`src/rtl/scroll_pkg.sv`:
```
// Shared constants for the background scroll load controller.
// Latency: none (definitions only).
// Backpressure: none (definitions only).
package scroll_pkg;

   // FSM state encodings
   localparam logic [1:0] ST_IDLE  = 2'd0;
   localparam logic [1:0] ST_PEND  = 2'd1;
   localparam logic [1:0] ST_COUNT = 2'd2;

   // Bit positions inside the 2-bit ctrl register
   localparam int CTRL_W     = 2;
   localparam int DIR_BIT    = 0;
   localparam int FREEZE_BIT = 1;

   // Counting up is the power-on direction
   localparam logic DIR_RESET = 1'b1;

   // Reset value of a ctrl register: direction up, not frozen
   function automatic logic [CTRL_W-1:0] ctrl_reset_val();
      logic [CTRL_W-1:0] v;
      v             = '0;
      v[DIR_BIT]    = DIR_RESET;
      v[FREEZE_BIT] = 1'b0;
      return v;
   endfunction

endpackage

```
`src/rtl/scroll_load_ctrl_edge_det.sv`:
```
// Rise/fall detector with a sampling stage and a configurable reset level.
// Latency: an input change sampled at edge e is flagged during the cycle after edge e.
// Backpressure: none; the flags are single-cycle pulses.
module edge_det_sync #(
   parameter logic RESET_LEVEL = 1'b0
) (
   input  logic clk,
   input  logic Reset,
   input  logic din,
   output logic rise,
   output logic fall
);

   logic sampled;
   logic last;

   // Sample the input and keep its previous sample for comparison
   always_ff @(posedge clk) begin
      if (Reset) begin
         sampled <= RESET_LEVEL;
         last    <= RESET_LEVEL;
      end else begin
         sampled <= din;
         last    <= sampled;
      end
   end

   assign rise = sampled & ~last;
   assign fall = ~sampled & last;

endmodule

```
`src/rtl/scroll_load_ctrl.sv`:
```
// Scroll shadow/active registers plus load/enable sequencing for a 4-bit counter chain.
// Latency: hblank fall -> load_n low 2 cycles later; vblank rise -> P updated 2 cycles later.
// Backpressure: none; CPU strobes always land in shadow, the counter chain never stalls us.
module scroll_load_ctrl
   import scroll_pkg::*;
#(
   parameter int WIDTH = 12
) (
   input  logic             clk,
   input  logic             Reset,
   input  logic             cen,
   input  logic             hblank,
   input  logic             vblank,
   input  logic [7:0]       cpu_din,
   input  logic             cpu_wr_lo,
   input  logic             cpu_wr_hi,
   input  logic             cpu_wr_ctrl,
   output logic [WIDTH-1:0] P,
   output logic             load_n,
   output logic             enp_n,
   output logic             ent_n,
   output logic             direction
);

   logic cen_rise;
   logic hblank_rise;
   logic hblank_fall;
   logic vblank_rise;
   logic unused_cen_fall;
   logic unused_vblank_fall;

   logic [WIDTH-1:0]  shadow_val;
   logic [WIDTH-1:0]  active_val;
   logic [CTRL_W-1:0] shadow_ctrl;
   logic [CTRL_W-1:0] active_ctrl;
   logic [CTRL_W-1:0] active_ctrl_nxt;

   logic [1:0] state;
   logic [1:0] state_nxt;

   // cen idles high after reset so a held-high cen is not mistaken for an edge
   edge_det_sync #(.RESET_LEVEL(1'b1)) u_cen_edge (
      .clk   (clk),
      .Reset (Reset),
      .din   (cen),
      .rise  (cen_rise),
      .fall  (unused_cen_fall)
   );

   edge_det_sync #(.RESET_LEVEL(1'b0)) u_hblank_edge (
      .clk   (clk),
      .Reset (Reset),
      .din   (hblank),
      .rise  (hblank_rise),
      .fall  (hblank_fall)
   );

   edge_det_sync #(.RESET_LEVEL(1'b0)) u_vblank_edge (
      .clk   (clk),
      .Reset (Reset),
      .din   (vblank),
      .rise  (vblank_rise),
      .fall  (unused_vblank_fall)
   );

   // CPU writes only touch shadow; a write coinciding with the vblank transfer waits a frame
   always_ff @(posedge clk) begin
      if (Reset) begin
         shadow_val  <= '0;
         shadow_ctrl <= ctrl_reset_val();
      end else begin
         if (cpu_wr_lo)
            shadow_val[7:0] <= cpu_din;
         if (cpu_wr_hi)
            shadow_val[WIDTH-1:8] <= cpu_din[WIDTH-9:0];
         if (cpu_wr_ctrl)
            shadow_ctrl <= cpu_din[CTRL_W-1:0];
      end
   end

   // Shadow-to-active transfer at vblank start; takes shadow contents from before this edge
   always_ff @(posedge clk) begin
      if (Reset) begin
         active_val  <= '0;
         active_ctrl <= ctrl_reset_val();
      end else if (vblank_rise) begin
         active_val  <= shadow_val;
         active_ctrl <= shadow_ctrl;
      end
   end

   // The enables must see the ctrl value that is active after this edge
   assign active_ctrl_nxt = vblank_rise ? shadow_ctrl : active_ctrl;

   // Next-state: load is armed by a line start and committed by the next cen rise
   always_comb begin
      state_nxt = state;
      case (state)
         ST_IDLE: begin
            if (hblank_fall)
               state_nxt = ST_PEND;
         end
         ST_PEND: begin
            if (cen_rise)
               state_nxt = ST_COUNT;
         end
         ST_COUNT: begin
            // A fall here means the blank was missed; start a fresh load
            if (hblank_fall)
               state_nxt = ST_PEND;
            else if (hblank_rise)
               state_nxt = ST_IDLE;
         end
         default: state_nxt = ST_IDLE;
      endcase
   end

   // State and registered counter controls, derived from the state being entered
   always_ff @(posedge clk) begin
      if (Reset) begin
         state  <= ST_IDLE;
         load_n <= 1'b1;
         ent_n  <= 1'b1;
         enp_n  <= 1'b1;
      end else begin
         state  <= state_nxt;
         load_n <= (state_nxt != ST_PEND);
         ent_n  <= (state_nxt != ST_COUNT);
         enp_n  <= (state_nxt == ST_COUNT) ? active_ctrl_nxt[FREEZE_BIT] : 1'b1;
      end
   end

   assign P         = active_val;
   assign direction = active_ctrl[DIR_BIT];

endmodule

```
`config.mk`:
```
export PLATFORM = sky130hd
export DESIGN_NAME = scroll_load_ctrl
export DESIGN_NICKNAME = d
export VERILOG_FILES = /design/src/rtl/scroll_pkg.sv /design/src/rtl/scroll_load_ctrl_edge_det.sv /design/src/rtl/scroll_load_ctrl.sv
export SDC_FILE = /design/constraint.sdc
export NUM_CORES = 1
export LEC_CHECK = 0
export ABC_CLOCK_PERIOD_IN_PS = 1100
export CORE_MARGIN = 1
export CORE_UTILIZATION = 43
export DETAILED_ROUTE_END_ITERATION = 16
export PLACE_DENSITY = 0.71
export SKIP_LAST_GASP = 1
export SLEW_MARGIN = 20
export SYNTH_ARGS = -nofsm -noshare
export SYNTH_HDL_FRONTEND = slang
export SYNTH_SLANG_ARGS = --single-unit
export TNS_END_PERCENT = 20
```
`constraint.sdc`:
```
create_clock -name clk -period 1.1 [get_ports clk]
set_input_delay 0.22 -clock clk [delete_from_list [all_inputs] [get_ports clk]]
set_output_delay 0.22 -clock clk [all_outputs]
set_load 0.02 [all_outputs]
```
==> results of run 1 <==
[state kept, by name (all words and copies together) (netlist names)]
signal,flops
P,12
shadow_val,12
active_ctrl,2
shadow_ctrl,2
state,2
enp_n,1
ent_n,1
load_n,1
u_cen_edge.last,1
u_cen_edge.sampled,1
u_hblank_edge.last,1
u_hblank_edge.sampled,1
u_vblank_edge.last,1
u_vblank_edge.sampled,1
[cell usage in the layout, fill, tap and decap left out]
master           instances
dfxtp_2                  2
or2_2                    3
nand2b_1                 2
clkbuf_1                 2
o2bb2ai_1                1
clkbuf_2                 1
clkdlybuf4s50_1         15
xnor2_1                  1
mux2i_1                 14
a21oi_1                 12
nand3b_1                 1
clkbuf_4                 5
nor3b_1                  2
nor2_1                  15
and2b_1                  1
a31oi_1                  1
clkdlybuf4s15_2          8
nor2b_1                  5
buf_2                    2
clkdlybuf4s15_1          2
a211o_1                  1
buf_4                   11
nand2_1                 27
inv_1                    2
buf_12                   3
dfxtp_1                 37
clkinv_2                 1
nand4bb_1                1
[worst min path at each step]
stage,start,endpoint,cells after the start
3_5_place_dp,shadow_val[8],P[8],2
5_1_grt,vblank,u_vblank_edge.sampled,2
6_report,hblank,u_hblank_edge.sampled,2
3_3_place_gp,shadow_val[10],P[10],2
4_1_cts,vblank,u_vblank_edge.sampled,2
2_1_floorplan,cen,u_cen_edge.sampled,1
[metrics by stage]
step	hold WS, ns	std cells	util	worst slack, ns	TNS, ns
floorplan	0.324	136	-	0.165	0
global placement	0.433	201	0.614	-0.177	-4.45
detailed placement	0.443	201	0.614	-0.218	-5.16
CTS	0.413	209	0.632	-0.0882	-0.980
global route	0.427	209	0.628	-0.115	-1.10
finish	0.421	209	0.628	-0.0736	-0.553
[repair_timing]
action / CTS / global route
buffers inserted: 0 / 0
gates resized for setup: 49 / 7
endpoints found under the setup margin: 16 / 16
hold endpoints to repair: 0 / 0
[Yosys cell counts (all sizes together)]
master	instances
dfxtp	39
nand2	27
nor2	15
mux2i	14
a21oi	12
buf	6
nor2b	5
or2	3
clkbuf	2
inv	2
nand2b	2
nor3b	2
a211o	1
a31oi	1
and2b	1
nand3b	1
nand4bb	1
o2bb2ai	1
xnor2	1
[routing by layer]
layer  vias up  wire length, um  GRT usage
li1        517                -          -
met1       433             1100      0.200
met2        24             1230      0.281
met3         2              130     0.0402
met4         0               18     0.0732
met5         -                0          0
[kinds of logic (layout without fill, tap and decap cells)]
logic type,after synthesis,in the layout,synth area share
mux,14,14,0.105
flops,39,39,0.586
simple gates,57,57,0.196
xor+xnor,1,1,0.00658
buf+inv,10,52,0.0423
compound gates,15,15,0.0630
[power by group through the flow]
stage | Combinational, W | Sequential, W | Clock (W)
global placement | 0.000280 | 0.00153 | 0
global route | 0.000299 | 0.00151 | 0.000760
CTS | 0.000280 | 0.00150 | 0.000699
detailed placement | 0.000284 | 0.00153 | 0
finish | 0.000276 | 0.00150 | 0.000679
floorplan | 0.000126 | 0.00155 | 0
[area by class of cell]
class / count / area share
inverters: 2 / 0.00419
clock buffers: 7 / 0.0251
flip-flops and latches: 39 / 0.437
repair buffers: 42 / 0.233
well taps: 31 / 0.0216
clock inverters: 1 / 0.00279
multi-input cells: 87 / 0.276
==> metrics.md, run 1 <==
| Metric | Value |
|---|---|
| CP endpoint kind | primary output |
| Initial Util | 0.467 |
| Vias in the first global route | 923 |
| Global-route wire length before repair | 4080 um |
| CTS max path bufs | 2 |
| Syn_nets | 152 |
| Crit path required time | 0.88 ns |
| Ant. Diodes | 0 |
| Crit path from | P[1] |
| Register area | 783 sq um |
| Die Height | 57.6 um |
| DR pass1 iterations | 10 |
| Reg2reg path depth | 3 |
| Crit path arrival time | 0.95 ns |
| Worst skew pair latency | 0.34 ns |
| CP max stage delay | 0.35 ns |
| Sw frac | 0.236 |
| Vias post-DR | 976 |
| TritonCTS buffer count | 5 |
| H-tree depth | 2 |
| Row count | 19 |
| TritonCTS clock tree | yes |
| Max_cap viols | 0 |
| Critical path buffers and inverters | 1 |
| Slew HR | 0.842 |
| Clock power frac | 0.276 |
| Sw Pwr | 0.000581 W |
| Clk_skew | 0.0122 ns |
| DP HPWL | 1830 um |
| Die area | 3320 sq um |
| Combinational fraction of design power | 0.112 |
| Reg2reg end | load_n |
| Final instance area | 1790 sq um |
| Max-slew violation count | 0 |
| Final Hold Viols | 0 |
| Static leakage | 0.731 nW |
| Syn avg cell area | 9.79 sq um |
| Worst slew pin tran | 0.230 ns |
| CP cell instances | clkdlybuf4s15_2 |
| Power Total | 0.00246 W |
| Fin nets | 193 |
| Post-synthesis cell type count | 21 |
| Tot GR Track Use | 0.166 |
| Top post-synthesis cells by area | dfxtp_1 59%, mux2i_1 11%, nand2_1 7.6% |
| Share of cells above drive strength 1 | 0.202 |
| FF+latch count, synth | 39 |
| Per-cell routed wire length | 11.8 um |
| Peak supply drop | 0.000899 V |
| Worst-path clk slew | 0.11 ns |
| Iteration-0 DRC Markers | 31 |
| Startpoint types | flop |
| Tcrit/Tclk final | 1.07 |
| Final setup viols | 10 |
| TritonCTS Sinks | 39 |
| Width of the die | 57.6 um |
| Worst hold path class | input port to flop |
| I/O Buffers | 31 |
| Hold-fix buffers, CTS | 0 |
| Failing checks | DRC, setup timing |
| CP delay by family, top | flip-flops |
| Seq pwr share | 0.611 |
| Final WS setup | -0.0736 ns |
| Worst path slowest cell | dfxtp_1 |
| CP Class | flop to primary output |
| Reg2Reg Setup Slack | 0.10 ns |
| Fmax | 852 MHz |
| DRT antenna net count | 0 |
| Initial antenna violation count | 0 |
| Mapped Cells | 136 |
| Via density | 4.67 |
| RSZ-0062 raised after global routing | yes |
| Pint | 0.00188 W |
| # DRC | 2 |
| Status | finished with violations |
| # fillers | 261 |
| Worst path depth | 1 |
| Post-Syn Area | 1330 sq um |
| Multi-input logic area | 494 sq um |
| Pin count of the biggest net entering global routing | 15 |
| Power Density | 1370 nW/um^2 |
| Minimum clock period | 1.17 ns |
| # IOs | 32 |
| Area fraction of the dominant cell type after synthesis | 0.586 |
| Total congestion overflow | 0 |
| Core Area | 2850 sq um |
| Register area share after synthesis | 0.586 |
| Overall routed net length | 2470 um |
| Critical Path Sink | P[1] |
| Most area-hungry cell type in the Yosys netlist | dfxtp_1 |
| Yosys warning total | 0 |
| CTS Root Cell | clkbuf_4 |
| Area Overhead vs Synth | 34.6% |
| Worst Path Max Fanout | 2 |
| Post-DP Area | 1750 sq um |
| Routability cong. | 0.735 |
| FF-to-FF Start | state[0] |
Note: power is estimated with default switching activity, not from simulation.
==> inputs of run 2 (changes only) <==
--- a/config.mk
+++ b/config.mk
@@ -5,13 +5,13 @@
 export SDC_FILE = /design/constraint.sdc
 export NUM_CORES = 1
 export LEC_CHECK = 0
-export ABC_CLOCK_PERIOD_IN_PS = 1100
+export ABC_AREA = 1
+export ABC_CLOCK_PERIOD_IN_PS = 1500
 export CORE_MARGIN = 1
 export CORE_UTILIZATION = 43
 export DETAILED_ROUTE_END_ITERATION = 16
 export PLACE_DENSITY = 0.71
 export SKIP_LAST_GASP = 1
-export SLEW_MARGIN = 20
 export SYNTH_ARGS = -nofsm -noshare
 export SYNTH_HDL_FRONTEND = slang
 export SYNTH_SLANG_ARGS = --single-unit
==> constraint.sdc (replaced) <==
create_clock -name clk -period 1.5 [get_ports clk]
set_input_delay 0.3 -clock clk [delete_from_list [all_inputs] [get_ports clk]]
set_output_delay 0.3 -clock clk [all_outputs]
set_load 0.02 [all_outputs]
==> run 2 against run 1 <==
Effect of this change:
- the flow still finishes with violations (DRC, setup timing)
- flip-flop and latch count unchanged
- global-route usage is 0.085 points lower
- sequential power shrank 25%
- wire length up 1.4%
- count of clock-buffer cells in the layout rose by 1
- core utilization fell by 1.6 points
- via count is 15% higher
==> metrics.md, run 2 <==
| Metric | Value |
|---|---|
| Status | finished with violations (unchanged) |
| Failing checks | DRC, setup timing (unchanged) |
| Crit path required time | 1.20 ns (was 0.88 ns) |
| Most common cell after layout, fill and taps aside | nor2_1 (was dfxtp_1) |
| Row count | 19 (unchanged) |
| CP cell instances | clkdlybuf4s50_1 (was clkdlybuf4s15_2) |
| FF+latch count, synth | 39 (unchanged) |
| Fin nets | 218 (was 193) |
| Via density | 4.78 (was 4.67) |
| CP delay by family, top | buffers and inverters (was flip-flops) |
| Peak supply drop | 0.000760 V (was 0.000899 V) |
| Mapped Cells | 166 (was 136) |
| RSZ-0062 raised after global routing | yes (unchanged) |
| I/O Buffers | 31 (unchanged) |
| Core Area | 2850 sq um (unchanged) |
| CTS max path bufs | 2 (unchanged) |
| Most frequent cells in the layout | 58 x nor2_1, 39 x dfxtp_1, 26 x clkdlybuf4s50_1, 23 x o21ai_0, 15 x inv_1 (was 37 x dfxtp_1, 27 x nand2_1, 15 x nor2_1, 15 x clkdlybuf4s50_1, 14 x mux2i_1) |
| Tot GR Track Use | 0.165 (was 0.166) |
| Post-Syn Area | 1350 sq um (was 1330 sq um) |
| Fmax | 629 MHz |
| Most area-hungry cell type in the Yosys netlist | dfxtp_1 (unchanged) |
| Worst hold path class | flop to flop (was input port to flop) |
| Die Height | 57.9 um (was 57.6 um) |
| Final cell count without fillers | 234 (was 209) |
| Area Overhead vs Synth | 29.9% (was 34.6%) |
| H-tree depth | 2 (unchanged) |
| Most instantiated cells after synthesis | 58 x nor2_1, 39 x dfxtp_1, 23 x o21ai_0 (was 39 x dfxtp_1, 27 x nand2_1, 15 x nor2_1) |
| Ant. Diodes | 0 (unchanged) |
| Crit path arrival time | 1.29 ns (was 0.95 ns) |
| Initial Util | 0.471 (was 0.467) |
| CTS Root Cell | clkbuf_4 (unchanged) |
| Pre-CTS setup slack | 0.127 ns (was -0.218 ns) |
| Die area | 3360 sq um (was 3320 sq um) |
| Final Hold Viols | 0 (unchanged) |
| Initial antenna violation count | 0 (unchanged) |
| Minimum clock period | 1.59 ns |
| DP HPWL | 1780 um (was 1830 um) |
| Worst skew pair latency | 0.34 ns (about the same) |
| Final WS setup | -0.0899 ns (was -0.0736 ns) |
| DR pass1 iterations | 10 (unchanged) |
| Tcrit/Tclk final | 1.06 |
| # IOs | 32 (unchanged) |
| Global-route wire length before repair | 4080 um (about the same) |
| TritonCTS buffer count | 5 (unchanged) |
| Static leakage | 0.813 nW (was 0.731 nW) |
| Iteration-0 DRC Markers | 39 (was 31) |
| Post-CTS resize count | 3 (was 49) |
| Hold_ws | 0.442 ns (was 0.421 ns) |
| Worst path slowest cell | clkdlybuf4s50_1 (was dfxtp_1) |
| Syn_nets | 182 (was 152) |
| TritonCTS clock tree | yes (unchanged) |
| Vias in the first global route | 962 (was 923) |
| CP endpoint kind | primary output (unchanged) |
| EDFF count, synth | 0 (unchanged) |
| Reg2Reg Setup Slack | 0.43 ns (was 0.10 ns) |
| Syn avg cell area | 8.10 sq um (was 9.79 sq um) |
| Top_reg_cell synth | dfxtp_1 (unchanged) |
| # DRC | 1 (was 2) |
| Per-cell routed wire length | 10.7 um (was 11.8 um) |
| Hold-fix buffers, CTS | 0 (unchanged) |
| Critical path buffers and inverters | 1 (unchanged) |
| Post-CTS setup buffers | 0 (unchanged) |
| Total congestion overflow | 0 (unchanged) |
| Post-synthesis cell type count | 13 (was 21) |
| FFs w/ async S/R, synth | 0 (unchanged) |
| Routability cong. | 0.748 (was 0.735) |
| Top post-synthesis cells by area | dfxtp_1 58%, nor2_1 16%, o21ai_0 8.6% (was dfxtp_1 59%, mux2i_1 11%, nand2_1 7.6%) |
| CP Class | flop to primary output (unchanged) |
| Most common cell in the synthesized netlist | nor2_1 (was dfxtp_1) |
| Max-slew violation count | 0 (unchanged) |
| Post-Place Cells | 226 (was 201) |
| Final setup viols | 11 (was 10) |
| Power Density | 1130 nW/um^2 (was 1370 nW/um^2) |
| CP max stage delay | 0.60 ns (was 0.35 ns) |
| Width of the die | 57.9 um (was 57.6 um) |
| Clk_skew | 0.00409 ns (was 0.0122 ns) |
| Worst-path clk slew | 0.11 ns (about the same) |
| Worst Path Max Fanout | 2 (unchanged) |
| TritonCTS Sinks | 39 (unchanged) |
| Slew HR | 0.808 (was 0.842) |
| DRT antenna net count | 0 (unchanged) |
| Area fraction of the dominant cell type after synthesis | 0.580 (was 0.586) |
| Worst slew pin tran | 0.287 ns (was 0.230 ns) |
| Share of cells above drive strength 1 | 0.0837 (was 0.202) |
| Pin count of the biggest net entering global routing | 28 (was 15) |
| Yosys warning total | 0 (unchanged) |
| Startpoint types | flop (unchanged) |
| Vias post-DR | 1118 (was 976) |
| Overall routed net length | 2510 um (was 2470 um) |
| Register area share after synthesis | 0.580 (was 0.586) |
| Max_cap viols | 0 (unchanged) |
[run 2: path summary, 6_finish.rpt]
kind                          from            endpoint  cells after the start
max                 active_ctrl[0]           direction                      1
min          u_vblank_edge.sampled  u_vblank_edge.last                      2
max reg2reg  u_vblank_edge.sampled               enp_n                      3
min reg2reg  u_vblank_edge.sampled  u_vblank_edge.last                      2
[run 2: layout make-up]
cell class,instances,area [sq um]
Fill cell,270,1110
Inverter,17,63.8
Timing Repair Buffer,34,347
Multi-Input combinational cell,105,448
Clock buffer,8,68.8
Tap cell,31,38.8
Sequential cell,39,781
[run 2: cells by family (layout without fill, tap and decap cells)]
group,count (synthesis),count (layout),synth area share
flops,39,39,0.580
compound gates,27,27,0.103
simple gates,78,78,0.230
buf+inv,22,59,0.0865
[run 2: worst reg2reg max path: stages (launching register included)]
cell	delay, ns
dfxtp_1	0.36
nand2_2	0.19
o21ai_0	0.29
nand3_1	0.12
[run 2: per-layer routing]
metal / up-vias / wire, um / global-route usage
li1: 586 / - / -
met1: 498 / 1190 / 0.204
met2: 27 / 1120 / 0.258
met3: 7 / 158 / 0.0670
met4: 0 / 40 / 0.0612
met5: - / 0 / 0
[run 2: stage by stage]
| stage | util | TNS, ns | cell area (sq um) | power (W) |
|---|---|---|---|---|
| after floorplan | - | 0 | 1350 | 0.00128 |
| after global placement | 0.588 | 0 | 1680 | 0.00139 |
| after detailed placement | 0.588 | 0 | 1680 | 0.00140 |
| after CTS | 0.611 | -1.14 | 1740 | 0.00198 |
| after global routing | 0.612 | -1.33 | 1750 | 0.00206 |
| final | 0.612 | -0.788 | 1750 | 0.00197 |
[run 2: power by group]
group | internal [W] | switching (W) | leakage, nW | total, W
clock network | 0.000276 | 0.000319 | 0.0386 | 0.000595
logic | 0.000119 | 0.000130 | 0.453 | 0.000249
registers | 0.00110 | 0.0000269 | 0.322 | 0.00112
total | 0.00149 | 0.000477 | 0.813 | 0.00197
